$ cat config.mk
export PLATFORM = sky130hd
export DESIGN_NAME = phy_tx_serial_lanes
export DESIGN_NICKNAME = d
export VERILOG_FILES = /design/src/rtl/phy_tx_pkg.sv /design/src/rtl/phy_tx_scrambler.sv /design/src/rtl/phy_tx_serial_lanes.sv
export SDC_FILE = /design/constraint.sdc
export NUM_CORES = 1
export LEC_CHECK = 0
export BUFFER_PORTS_ARGS = -buffer_cell sky130_fd_sc_hd__clkbuf_2
export CORE_MARGIN = 5
export CORE_UTILIZATION = 48
export CTS_CLUSTER_DIAMETER = 40
export DETAILED_ROUTE_END_ITERATION = 16
export PLACE_DENSITY = 0.89
export SLEW_MARGIN = 40
export SYNTH_ARGS = -nofsm -noshare
export SYNTH_HDL_FRONTEND = slang
export SYNTH_SLANG_ARGS = --single-unit
$ cat constraint.sdc
create_clock -name clk_32f -period 2.5 [get_ports clk_32f]
set_input_delay 0.125 -clock clk_32f [delete_from_list [all_inputs] [get_ports clk_32f]]
set_output_delay 0.125 -clock clk_32f [all_outputs]
set_load 0.005 [all_outputs]
$ cat src/rtl/phy_tx_pkg.sv
// Shared constants for the serial PHY transmit lane: FSM encoding,
// default training/idle symbols and the scrambler LFSR definition.
package phy_tx_pkg;

    localparam logic [1:0] ST_RST    = 2'd0;
    localparam logic [1:0] ST_SYNC   = 2'd1;
    localparam logic [1:0] ST_ACTIVE = 2'd2;

    localparam logic [7:0] COM_DEF = 8'hBC;
    localparam logic [7:0] IDL_DEF = 8'h7C;

    localparam logic [15:0] LFSR_POLY = 16'hB400;
    localparam logic [15:0] LFSR_SEED = 16'hFFFF;

endpackage

$ cat src/rtl/phy_tx_scrambler.sv
// Galois LFSR data scrambler. Data is XORed with the post-step LFSR value,
// so the first scrambled word already uses the seed advanced once.
module phy_tx_scrambler
    import phy_tx_pkg::*;
#(
    parameter int WIDTH = 8
) (
    input  logic             clk,
    input  logic             rst,
    input  logic             step,
    input  logic [WIDTH-1:0] din,
    output logic [WIDTH-1:0] dout,
    output logic [15:0]      lfsr
);

    logic [15:0] lfsr_next;

    always_comb begin
        lfsr_next = lfsr >> 1;
        if (lfsr[0]) lfsr_next = lfsr_next ^ LFSR_POLY;
    end

    always_ff @(posedge clk or posedge rst) begin
        if (rst)       lfsr <= LFSR_SEED;
        else if (step) lfsr <= lfsr_next;
    end

    assign dout = din ^ lfsr_next[WIDTH-1:0];

endmodule

$ cat src/rtl/phy_tx_serial_lanes.sv
// Round-robin multi-channel serial transmitter: COM sync after reset, then
// per-channel word slots filled with IDLE when empty. Optional data
// scrambling is enabled by defining PHY_TX_SCRAMBLE_EN.
module phy_tx_serial_lanes
    import phy_tx_pkg::*;
#(
    parameter int                NUM_CH     = 4,
    parameter int                WIDTH      = 8,
    parameter int                SYNC_WORDS = 4,
    parameter logic [WIDTH-1:0]  COM_SYM    = WIDTH'(COM_DEF),
    parameter logic [WIDTH-1:0]  IDL_SYM    = WIDTH'(IDL_DEF),
    localparam int               CW         = $clog2(NUM_CH)
) (
    input  logic                    clk_32f,
    input  logic                    reset,
    input  logic [NUM_CH-1:0]       in_valid,
    input  logic [NUM_CH*WIDTH-1:0] in_data,
    output logic [NUM_CH-1:0]       in_ready,
    output logic                    data_out,
    output logic                    word_start,
    output logic                    active,
    output logic                    idle_out,
    output logic [CW-1:0]           ch_cur
);

    localparam int BCW = $clog2(WIDTH);
    localparam int SCW = $clog2(SYNC_WORDS + 1);

    logic [1:0]       state;
    logic [WIDTH-1:0] sreg;
    logic [BCW-1:0]   bit_cnt;
    logic [SCW-1:0]   sync_cnt;
    logic [CW-1:0]    ch_ptr;
    logic             idle_flag;

    logic             last_bit, data_load, com_load, slot_valid;
    logic [WIDTH-1:0] slot_data, scr_data, next_word;

    assign last_bit   = bit_cnt == BCW'(WIDTH - 1);
    // The first data slot is loaded while still in SYNC, on the edge after the last COM word.
    assign data_load  = last_bit && (state == ST_ACTIVE ||
                        (state == ST_SYNC && sync_cnt == SCW'(SYNC_WORDS)));
    assign com_load   = (state == ST_RST) || (state == ST_SYNC && last_bit && !data_load);
    assign slot_valid = in_valid[ch_ptr];
    assign slot_data  = in_data[ch_ptr*WIDTH +: WIDTH];

`ifdef PHY_TX_SCRAMBLE_EN
    logic [15:0] lfsr;

    phy_tx_scrambler #(.WIDTH(WIDTH)) u_scr (
        .clk  (clk_32f),
        .rst  (reset),
        .step (data_load),
        .din  (slot_data),
        .dout (scr_data),
        .lfsr (lfsr)
    );
`else
    assign scr_data = slot_data;
`endif

    assign next_word = slot_valid ? scr_data : IDL_SYM;

    always_comb begin
        in_ready = '0;
        if (data_load && slot_valid) in_ready[ch_ptr] = 1'b1;
    end

    always_ff @(posedge clk_32f or posedge reset) begin
        if (reset) begin
            state     <= ST_RST;
            sreg      <= '0;
            bit_cnt   <= '0;
            sync_cnt  <= '0;
            ch_ptr    <= '0;
            ch_cur    <= '0;
            idle_flag <= 1'b0;
        end else if (com_load) begin
            state     <= ST_SYNC;
            sreg      <= COM_SYM;
            bit_cnt   <= '0;
            sync_cnt  <= sync_cnt + 1'b1;
            idle_flag <= 1'b0;
        end else if (data_load) begin
            state     <= ST_ACTIVE;
            sreg      <= next_word;
            bit_cnt   <= '0;
            idle_flag <= !slot_valid;
            ch_cur    <= ch_ptr;
            ch_ptr    <= (ch_ptr == CW'(NUM_CH - 1)) ? '0 : ch_ptr + 1'b1;
        end else begin
            sreg      <= sreg << 1;
            bit_cnt   <= bit_cnt + 1'b1;
        end
    end

    assign data_out   = sreg[WIDTH-1];
    assign word_start = (state != ST_RST) && (bit_cnt == '0);
    assign active     = state == ST_ACTIVE;
    assign idle_out   = idle_flag;

endmodule

---- Word-level counts from Yosys, hierarchy flattened ----
Cells that the tools add are included.
word-level totals
  register bits ........................... 21
  input bits .............................. 38
  output and inout port bits .............. 10
  logic and storage cells ................. 50
cells by class
  add/subtract/negate cells ............... 3
  order comparisons ....................... 2
  equality and inequality tests ........... 5
  shift-type cells ........................ 1
  multiplexer cells ....................... 15
  bitwise gates (word level) .............. 1
  reductions and logical operators ........ 16
operator list
  cell                                                        number
  indexed part select 32 x 6 -> 8 bit                         1
  two-way mux 8 bit                                           3
  logical AND 1 bit                                           7
  adder 3 x 1 -> 3 bit, second input constant                 2
  equality test 3 bit, second input constant                  2
  two-way mux 2 bit                                           3
  two-way mux 3 bit                                           2
  equality test 2 bit, second input constant                  2
  two-way mux 1 bit                                           4
  two-way mux 4 bit                                           1
  nonzero test 2 bit                                          2
  logical NOT 3 bit                                           1
  less-than comparator 2 x 3 -> 1 bit, second input constant  1
  adder 2 x 1 -> 2 bit, second input constant                 1
  binary-select mux 1 bit (select 2 bit)                      1
  demux 1 bit (select 2 bit)                                  1
  equality test 2 x 1 -> 1 bit, second input constant         1
  >= comparator 2 x 1 -> 1 bit, second input constant         1
  logical NOT 1 bit                                           2
  logical NOT 2 bit                                           1
  logical OR 1 bit                                            2
  AND reduction 2 bit                                         1
  inverter 1 bit                                              1

---- Longest topological paths before layout ----
Gate-level depths: netlist of run 1.
  depth after elaboration ................. 9
  gate-level depth with buffers ........... 6
  depth with buffers taken out ............ 5

---- Least setup slack after synthesis of run 1 ----
Ideal clock, no wire load.
  path kind ............................... reg2reg
  from .................................... reg bit_cnt[0]
  to ...................................... reg sync_cnt[1]
  setup time .............................. 0.125 ns
  arrival ................................. 1.666 ns
  required time ........................... 2.375 ns
  path slack .............................. 0.710 ns
  cell stages (with the launch flop) ...... 6
  path buffers ............................ 0
  clock period less this slack ............ 1.790 ns
  cells stage by stage .................... dfrtp_1 -> ha_1 -> ha_1 -> a21bo_2 -> a21oi_1 -> mux2_2
between the ends
  longest elaborated chain between the ends .. 5
  elaborated cells on any way between the ends .. 6
  classes of those cells .................. 1 x eq/ne; 5 x reduce/logical
RTL lines
  item                     RTL line                   RTL
  start, declared          phy_tx_serial_lanes.sv:31  logic [BCW-1:0] bit_cnt;
  start signal, assigned   phy_tx_serial_lanes.sv:93  bit_cnt <= bit_cnt + 1'b1;
  equality test 3 bit (*)  phy_tx_serial_lanes.sv:39  assign last_bit = bit_cnt == BCW'(WIDTH - 1);
  logical AND 1 bit        phy_tx_serial_lanes.sv:41  assign data_load = last_bit && (state == ST_ACTIVE ||
  logical NOT 1 bit        phy_tx_serial_lanes.sv:43  assign com_load = (state == ST_RST) || (state == ST_SYNC && last_bit && !data_load);
  logical AND 1 bit (*)    phy_tx_serial_lanes.sv:43
  logical OR 1 bit (*)     phy_tx_serial_lanes.sv:43
  end signal, assigned     phy_tx_serial_lanes.sv:82  sync_cnt <= sync_cnt + 1'b1;
  end, declared            phy_tx_serial_lanes.sv:32  logic [SCW-1:0] sync_cnt;
Mark *: on every way between the ends. The rest lies on a longest branch, timed or not.
A chain may end at the register's enable or synchronous reset.

---- Worst setup path after layout of run 1 ----
  from .................................... reg ch_ptr[1]
  to ...................................... out in_ready[0]
between the ends
  longest elaborated chain between the ends .. 5
  elaborated cells on any way between the ends .. 9
  classes of those cells .................. 2 x order compare; 5 x mux; 2 x reduce/logical
RTL lines
  item                                                                                                              RTL line                   RTL
  start, declared                                                                                                   phy_tx_serial_lanes.sv:33  logic [CW-1:0] ch_ptr;
  start signal, assigned                                                                                            phy_tx_serial_lanes.sv:90  ch_ptr <= (ch_ptr == CW'(NUM_CH - 1)) ? '0 : ch_ptr + 1'b1;
  less-than comparator 2 x 3 -> 1 bit (not written as such) / >= comparator 2 x 1 -> 1 bit (equally long branches)  phy_tx_serial_lanes.sv:66  if (data_load && slot_valid) in_ready[ch_ptr] = 1'b1;
  logical AND 1 bit (not written as such)                                                                           phy_tx_serial_lanes.sv:66
  two-way mux 1 bit (not written as such)                                                                           phy_tx_serial_lanes.sv:66
  demux 1 bit (select 2 bit)                                                                                        phy_tx_serial_lanes.sv:66
  two-way mux 4 bit (*)                                                                                             phy_tx_serial_lanes.sv:66
  end, declared                                                                                                     phy_tx_serial_lanes.sv:18  output logic [NUM_CH-1:0] in_ready,
Mark *: on every way between the ends. The rest lies on a longest branch, timed or not. The select of a mux whose other input is x is not followed.

==> results of run 1 <==
## placed cells by master, fill, tap and decap left out, types with 2 or more instances in the layout
cell and n:
nor2_1 3, buf_4 2, mux4_1 3, and2_1 6, a21oi_1 2, mux2i_1 2
mux2_2 6, clkbuf_2 47, dfrtp_1 21, ha_1 9, clkbuf_4 3, nor2b_1 2
a32oi_1 4, inv_1 17, mux4_2 5
## cells in the mapped netlist (2+ instances only)
| cell | instances |
|---|---|
| a21oi_1 | 2 |
| mux4_1 | 3 |
| mux4_2 | 5 |
| dfrtp_1 | 21 |
| and2_1 | 6 |
| inv_1 | 18 |
| mux2i_1 | 2 |
| a32oi_1 | 4 |
| ha_1 | 9 |
| mux2_2 | 6 |
| buf_2 | 2 |
| nor2b_1 | 2 |
| nor2_1 | 3 |
## area by class of cell
type                       count  area [um^2]  area share (%)
sequential                    21        525.5           33.60
clock buffer                   4        26.28           1.680
timing repair buffer          50        260.3           16.64
tap                           30        37.54           2.400
inverter                      18        67.56           4.320
multi-input combinational     60        646.9           41.36
## worst register-to-register path, cell delays in order (launching register included)
cell and delay [ns]:
dfrtp_1 0.40, ha_1 0.17, ha_1 0.22, a21bo_2 0.26
a21oi_1 0.25, buf_4 0.19, mux2_2 0.33
## per-layer routing
layer	vias to the layer above	track usage, %	routed length (um)
li1	469	-	-
met1	492	20.08	1105
met2	36	26.91	1495
met3	2	3.983	178
met4	0	4.545	17
met5	-	0	0
## stage by stage
stage / utilization (%) / total power (W) / instance area, um^2
floorplan: - / 0.0003817 / 1272
global placement: 61.11 / 0.0004139 / 1528
detailed placement: 61.11 / 0.0004164 / 1528
CTS: 62.56 / 0.0005710 / 1564
global route: 62.56 / 0.0005933 / 1564
finish: 62.56 / 0.0005676 / 1564
## sequential cells by signal (all words and copies together), names as in the netlist
name / cells
sync_cnt: 3
idle_out: 1
bit_cnt: 3
state: 2
ch_ptr: 2
sreg: 8
ch_cur: 2
## worst max path at each step
stage | start | to | slack, ns | cells after the start
global placement | bit_cnt[0] | sync_cnt[1] | 0.70 | 6
floorplan | bit_cnt[0] | sync_cnt[1] | 0.71 | 5
CTS | ch_ptr[1] | in_ready[2] | 0.43 | 4
global route | ch_ptr[1] | in_ready[0] | 0.32 | 4
detailed placement | bit_cnt[0] | sync_cnt[1] | 0.61 | 6
finish | ch_ptr[1] | in_ready[0] | 0.44 | 4
## where the power goes
group | switching [W] | internal, W
Sequential | 0.00000246 | 0.000347
Combinational | 0.0000224 | 0.0000385
Clock | 0.0000955 | 0.0000621
## kinds of logic (layout without fill, tap and decap cells)
| logic type | count (synthesis) | count (layout) | share of synthesized area [%] |
|---|---|---|---|
| DFF | 21 | 21 | 41.30 |
| xor gates and xnor gates | 2 | 2 | 1.377 |
| AOI/OAI and AO/OA | 16 | 16 | 10.32 |
| buffers and inverters | 23 | 72 | 7.866 |
| and+or+nand+nor | 16 | 16 | 7.571 |
| muxes | 16 | 16 | 21.93 |
| adders and majority gates | 10 | 10 | 9.636 |
==> impl_metrics.py, run 1 <==
metrics = {
    "worst_setup_path": {
        "path_max_fanout": 14,
        "crit_chain": "mux4_2, o211a_2, and2_1, clkbuf_2",
        "rrSetupSlack_ns": 0.57,
        "crit_path_end_kind": "output port",
        "cp_slowest_cell": "dfrtp_1",
        "rr_startpoint": "bit_cnt[0]",
        "path_delay_family": "flip-flops",
        "crit_buf_inv": 1,
        "critPathKind": "reg2out",
        "cpPeakStageDelay_ns": 0.67,
        "worst_setup_path_start_kind": "flip-flop",
        "r2r_cells": 6,
        "cp.arrival_ns": 1.94,
        "cp.required_ns": 2.38,
        "r2r-end": "sync_cnt[1]",
    },
    "worst_hold_path": {
        "worstHoldEndpoint": "sreg[6]",
        "hold_class": "in2reg",
        "min_from": "in_data[14]",
        "hold_depth": 4,
    },
    "timing": {
        "post-route-period-util_pct": 82.58,
        "fmax_ghz": 0.4844,
        "setup_viol": 0,
        "setup_tns_ns": 0,
        "slew-limit-headroom_pct": 53.60,
        "max_slew.worst_pin.slew_ns": 0.6917,
        "worst_slack_ns": 0.4356,
        "finalHoldViolCount": 0,
        "finClkSkew_ns": 0.005141,
        "rsz0062_at_grt": "false",
        "min_period_ns": 2.064,
        "whs_ns": 0.2850,
        "slew_violations": 0,
    },
    "layout": {
        "antenna_cells": 0,
        "layout.nets": 201,
        "stdcell_count": 183,
        "syn_to_final_growth_pct": 22.91,
        "fill_cells": 193,
        "drive_gt1_share_pct": 43.14,
    },
    "place": {
        "port_buffers": 47,
        "dp.cells": 178,
        "pre_cts_slack_ns": 0.6132,
        "place.gp.congestion": 0.7807,
        "place_hpwl_um": 2309,
    },
    "run_status": {
        "status": "completed",
    },
    "floorplanning": {
        "die_y_um": 61.49,
        "coreArea_mm2": 0.002500,
        "die_x_um": 61.49,
        "die-area_mm2": 0.003780,
        "core.rowCount": 18,
        "start_util_pct": 50.90,
        "pin_count": 48,
    },
    "drt": {
        "totalWireLength_um": 2797,
        "drcViolationCount": 0,
        "dr.first_iter.drc_count": 37,
        "wl_per_cell_um": 15.28,
        "viasPerCell": 5.459,
        "drtPass1Iterations": 4,
        "ant_nets": 0,
        "vias": 999,
    },
    "flow_run": {
        "cap_violations": 0,
    },
    "logic_synthesis": {
        "netlist_area_mm2": 0.001272,
        "synthArstFlopShare_pct": 100.0,
        "yosys.area.top_type": "dfrtp_1",
        "post_synth_num_cell_types": 34,
        "yosysTopAreaCellShare_pct": 41.30,
        "yosysWarningCount": 0,
        "seq_area_frac_synth_pct": 41.30,
        "synth-seq-cells": 21,
        "ys.flop_type": "dfrtp_1",
        "synth_cells": 104,
        "synth-edff-count": 0,
        "avgSynthCellArea_um2": 12.24,
        "yosys-top-cells-area": "dfrtp_1 41%, ha_1 8.8%, mux4_2 8.8%",
        "syn_nets": 151,
    },
    "global_route": {
        "grt_max_degree": 22,
        "antenna_found_initial": 0,
        "grt_pass1_wl_um": 4395,
        "grt_pass1_vias": 1000,
        "gr-total-overflow": 0,
        "grt_use_total_pct": 15.87,
    },
    "clock_tree": {
        "cts_hold_buf": 1,
        "cts_root_buf": "clkbuf_4",
        "htree_levels": 1,
        "post_cts_buffers": 0,
        "cts_tree": "done",
        "cts.sinks": 21,
        "clk_pin_slew_worst_paths_ns": 0.11,
        "cts_resized": 0,
        "cts_buffers": 3,
        "worstSkewPairLatency_ns": 0.30,
        "max-clock-path-buffers": 2,
    },
    "power_and_ir_drop": {
        "peakVddDrop_mv": 0.3161,
        "p_per_area_mw_per_mm2": 362.9,
        "p_leak_nw": 0.8357,
    },
}
No activity file was read; power rests on OpenSTA's default activity.
==> inputs of run 2 (changes only) <==
clock period = 1.9 ns   (was 2.5 ns; I/O delays follow)
==> run 2 against run 1 <==
Register-to-register slack lost 0.51 ns. Flip-flop and latch count did not move. Sequential power up 32%. Clock skew grew 0.0034 ns. Cell area grew 6.7%. Worst hold slack got worse by 0.029 ns. Critical path type is now reg2reg. Largest power group unchanged.
==> impl_metrics.py, run 2 (synthesized netlist as in run 1, its figures left out) <==
metrics = {
    "layout": {
        "antenna_cells": 0,
        "stdcell_count": 193,
        "layout.nets": 211,
        "mostFrequentLayoutCells": "47 x clkbuf_2, 21 x dfrtp_1, 15 x inv_1, 12 x buf_4, 8 x ha_1",
        "largest_register_ffs": 8,
        "fill_cells": 180,
        "drive_gt1_share_pct": 52.15,
        "top_register": "sreg",
        "syn_to_final_growth_pct": 31.17,
        "reg_top3": "sreg x8, bit_cnt x3, sync_cnt x3",
        "layout_commonest_cell": "clkbuf_2",
    },
    "drt": {
        "drtPass1Iterations": 6,
        "totalWireLength_um": 3372,
        "vias": 1081,
        "viasPerCell": 5.601,
        "dr.first_iter.drc_count": 34,
        "ant_nets": 0,
        "wl_per_cell_um": 17.47,
        "drcViolationCount": 0,
    },
    "clock_tree": {
        "cts_buffers": 3,
        "clk_pin_slew_worst_paths_ns": 0.12,
        "worstSkewPairLatency_ns": 0.31,
        "htree_levels": 1,
        "cts_tree": "done",
        "cts_root_buf": "clkbuf_4",
        "cts.sinks": 21,
        "max-clock-path-buffers": 2,
    },
    "timing": {
        "min_period_ns": 1.845,
        "slew-limit-headroom_pct": 66.58,
        "slew_violations": 0,
        "fmax_ghz": 0.5420,
        "finClkSkew_ns": 0.008507,
        "setup_viol": 0,
        "max_slew.worst_pin.slew_ns": 0.4979,
        "setup_tns_ns": 0,
        "worst_slack_ns": 0.05507,
        "post-route-period-util_pct": 97.10,
        "finalHoldViolCount": 0,
    },
    "global_route": {
        "grt_pass1_wl_um": 4685,
        "antenna_found_initial": 0,
        "grt_max_degree": 22,
        "gr-total-overflow": 0,
        "grt_pass1_vias": 1044,
        "grt_use_total_pct": 17.02,
    },
    "worst_hold_path": {
        "hold_depth": 4,
        "min_from": "in_data[22]",
        "worstHoldEndpoint": "sreg[6]",
        "hold_class": "in2reg",
    },
    "worst_setup_path": {
        "worst_setup_path_start_kind": "flip-flop",
        "crit_buf_inv": 2,
        "cpPeakStageDelay_ns": 0.43,
        "r2r-end": "ch_ptr[0]",
        "cp_slowest_cell": "dfrtp_1",
        "path_delay_family": "flip-flops",
        "critPathKind": "reg2reg",
        "crit_chain": "inv_2, ha_4, and4b_2, buf_4, o21a_1, mux2_2",
        "rr_startpoint": "sync_cnt[1]",
        "cp.arrival_ns": 2.04,
        "cp.required_ns": 2.10,
        "rrSetupSlack_ns": 0.06,
        "r2r_cells": 6,
        "crit_path_end_kind": "flip-flop",
        "path_max_fanout": 8,
    },
    "flow_run": {
        "cap_violations": 0,
    },
    "place": {
        "place_hpwl_um": 2412,
        "place.gp.congestion": 0.8314,
        "port_buffers": 47,
        "dp.cells": 181,
        "pre_cts_slack_ns": 0.08794,
    },
    "power_and_ir_drop": {
        "total_power_w": 0.0007602,
        "peakVddDrop_mv": 0.2962,
        "p_leak_nw": 0.8964,
        "p_per_area_mw_per_mm2": 455.4,
    },
    "floorplanning": {
        "die_y_um": 61.49,
        "core.rowCount": 18,
        "die_x_um": 61.49,
        "pin_count": 48,
        "die-area_mm2": 0.003780,
        "coreArea_mm2": 0.002500,
        "start_util_pct": 50.90,
    },
    "run_status": {
        "status": "completed",
    },
}
## run 2: worst max path at each step
stage / from / depth (start not counted) / slack (ns) / endpoint
after floorplan: bit_cnt[0] / 5 / 0.11 / sync_cnt[1]
after global placement: sync_cnt[0] / 5 / 0.23 / ch_cur[0]
after detailed placement: sync_cnt[0] / 5 / 0.09 / ch_cur[0]
after CTS: sync_cnt[0] / 6 / 0.009 / in_ready[1]
after global routing: sync_cnt[1] / 6 / -0.04 / ch_ptr[0]
final: sync_cnt[1] / 6 / 0.06 / ch_ptr[0]
## run 2: cell type report
| type | instances | area (um^2) | area share [%] |
|---|---|---|---|
| timing repair buffer | 60 | 335.3 | 20.09 |
| inverter | 18 | 67.56 | 4.048 |
| clock buffer | 3 | 22.52 | 1.349 |
| sequential | 21 | 525.5 | 31.48 |
| tap | 30 | 37.54 | 2.249 |
| clock inverter | 1 | 5.005 | 0.2999 |
| multi-input combinational | 60 | 675.6 | 40.48 |
## run 2: power breakdown
| group | leakage, nW | total [W] | switching [W] | internal [W] |
|---|---|---|---|---|
| sequential | 0.244 | 0.000460 | 0.00000333 | 0.000456 |
| combinational | 0.635 | 0.0000846 | 0.0000325 | 0.0000522 |
| clock | 0.0177 | 0.000216 | 0.000137 | 0.0000786 |
| total | 0.896 | 0.000760 | 0.000173 | 0.000587 |
## run 2: per-layer routing
metal	wire [um]	GRT usage [%]	vias up	part of all wire (%)
met5	0	0	-	0
met4	61	5.758	0	1.8
met3	186	3.354	9	5.5
met2	1799	27.20	51	53
met1	1325	23.19	528	39
li1	-	-	493	-
## run 2: worst register-to-register path, cell delays in order (launching register included)
cell,delay (ns)
dfrtp_1,0.43
inv_2,0.08
ha_4,0.15
and4b_2,0.26
buf_4,0.12
o21a_1,0.31
mux2_2,0.38
## run 2: what timing repair did
action | CTS | global route
resized for setup | 1 | 8
endpoints found under the hold margin | 21 | 0
hold buffers | 1 | 0
pin swaps | 0 | 2
buffers inserted | 1 | 6
endpoints found under the setup margin | 4 | 7
## run 2: through the flow
| step | cell area, um^2 | hold WS, ns | util (%) |
|---|---|---|---|
| global placement | 1550 | 0.2319 | 62.01 |
| detailed placement | 1550 | 0.2538 | 62.01 |
| global route | 1669 | 0.2545 | 66.77 |
| CTS | 1603 | 0.2489 | 64.11 |
| finish | 1669 | 0.2558 | 66.77 |
| floorplan | 1272 | 0.07153 | - |
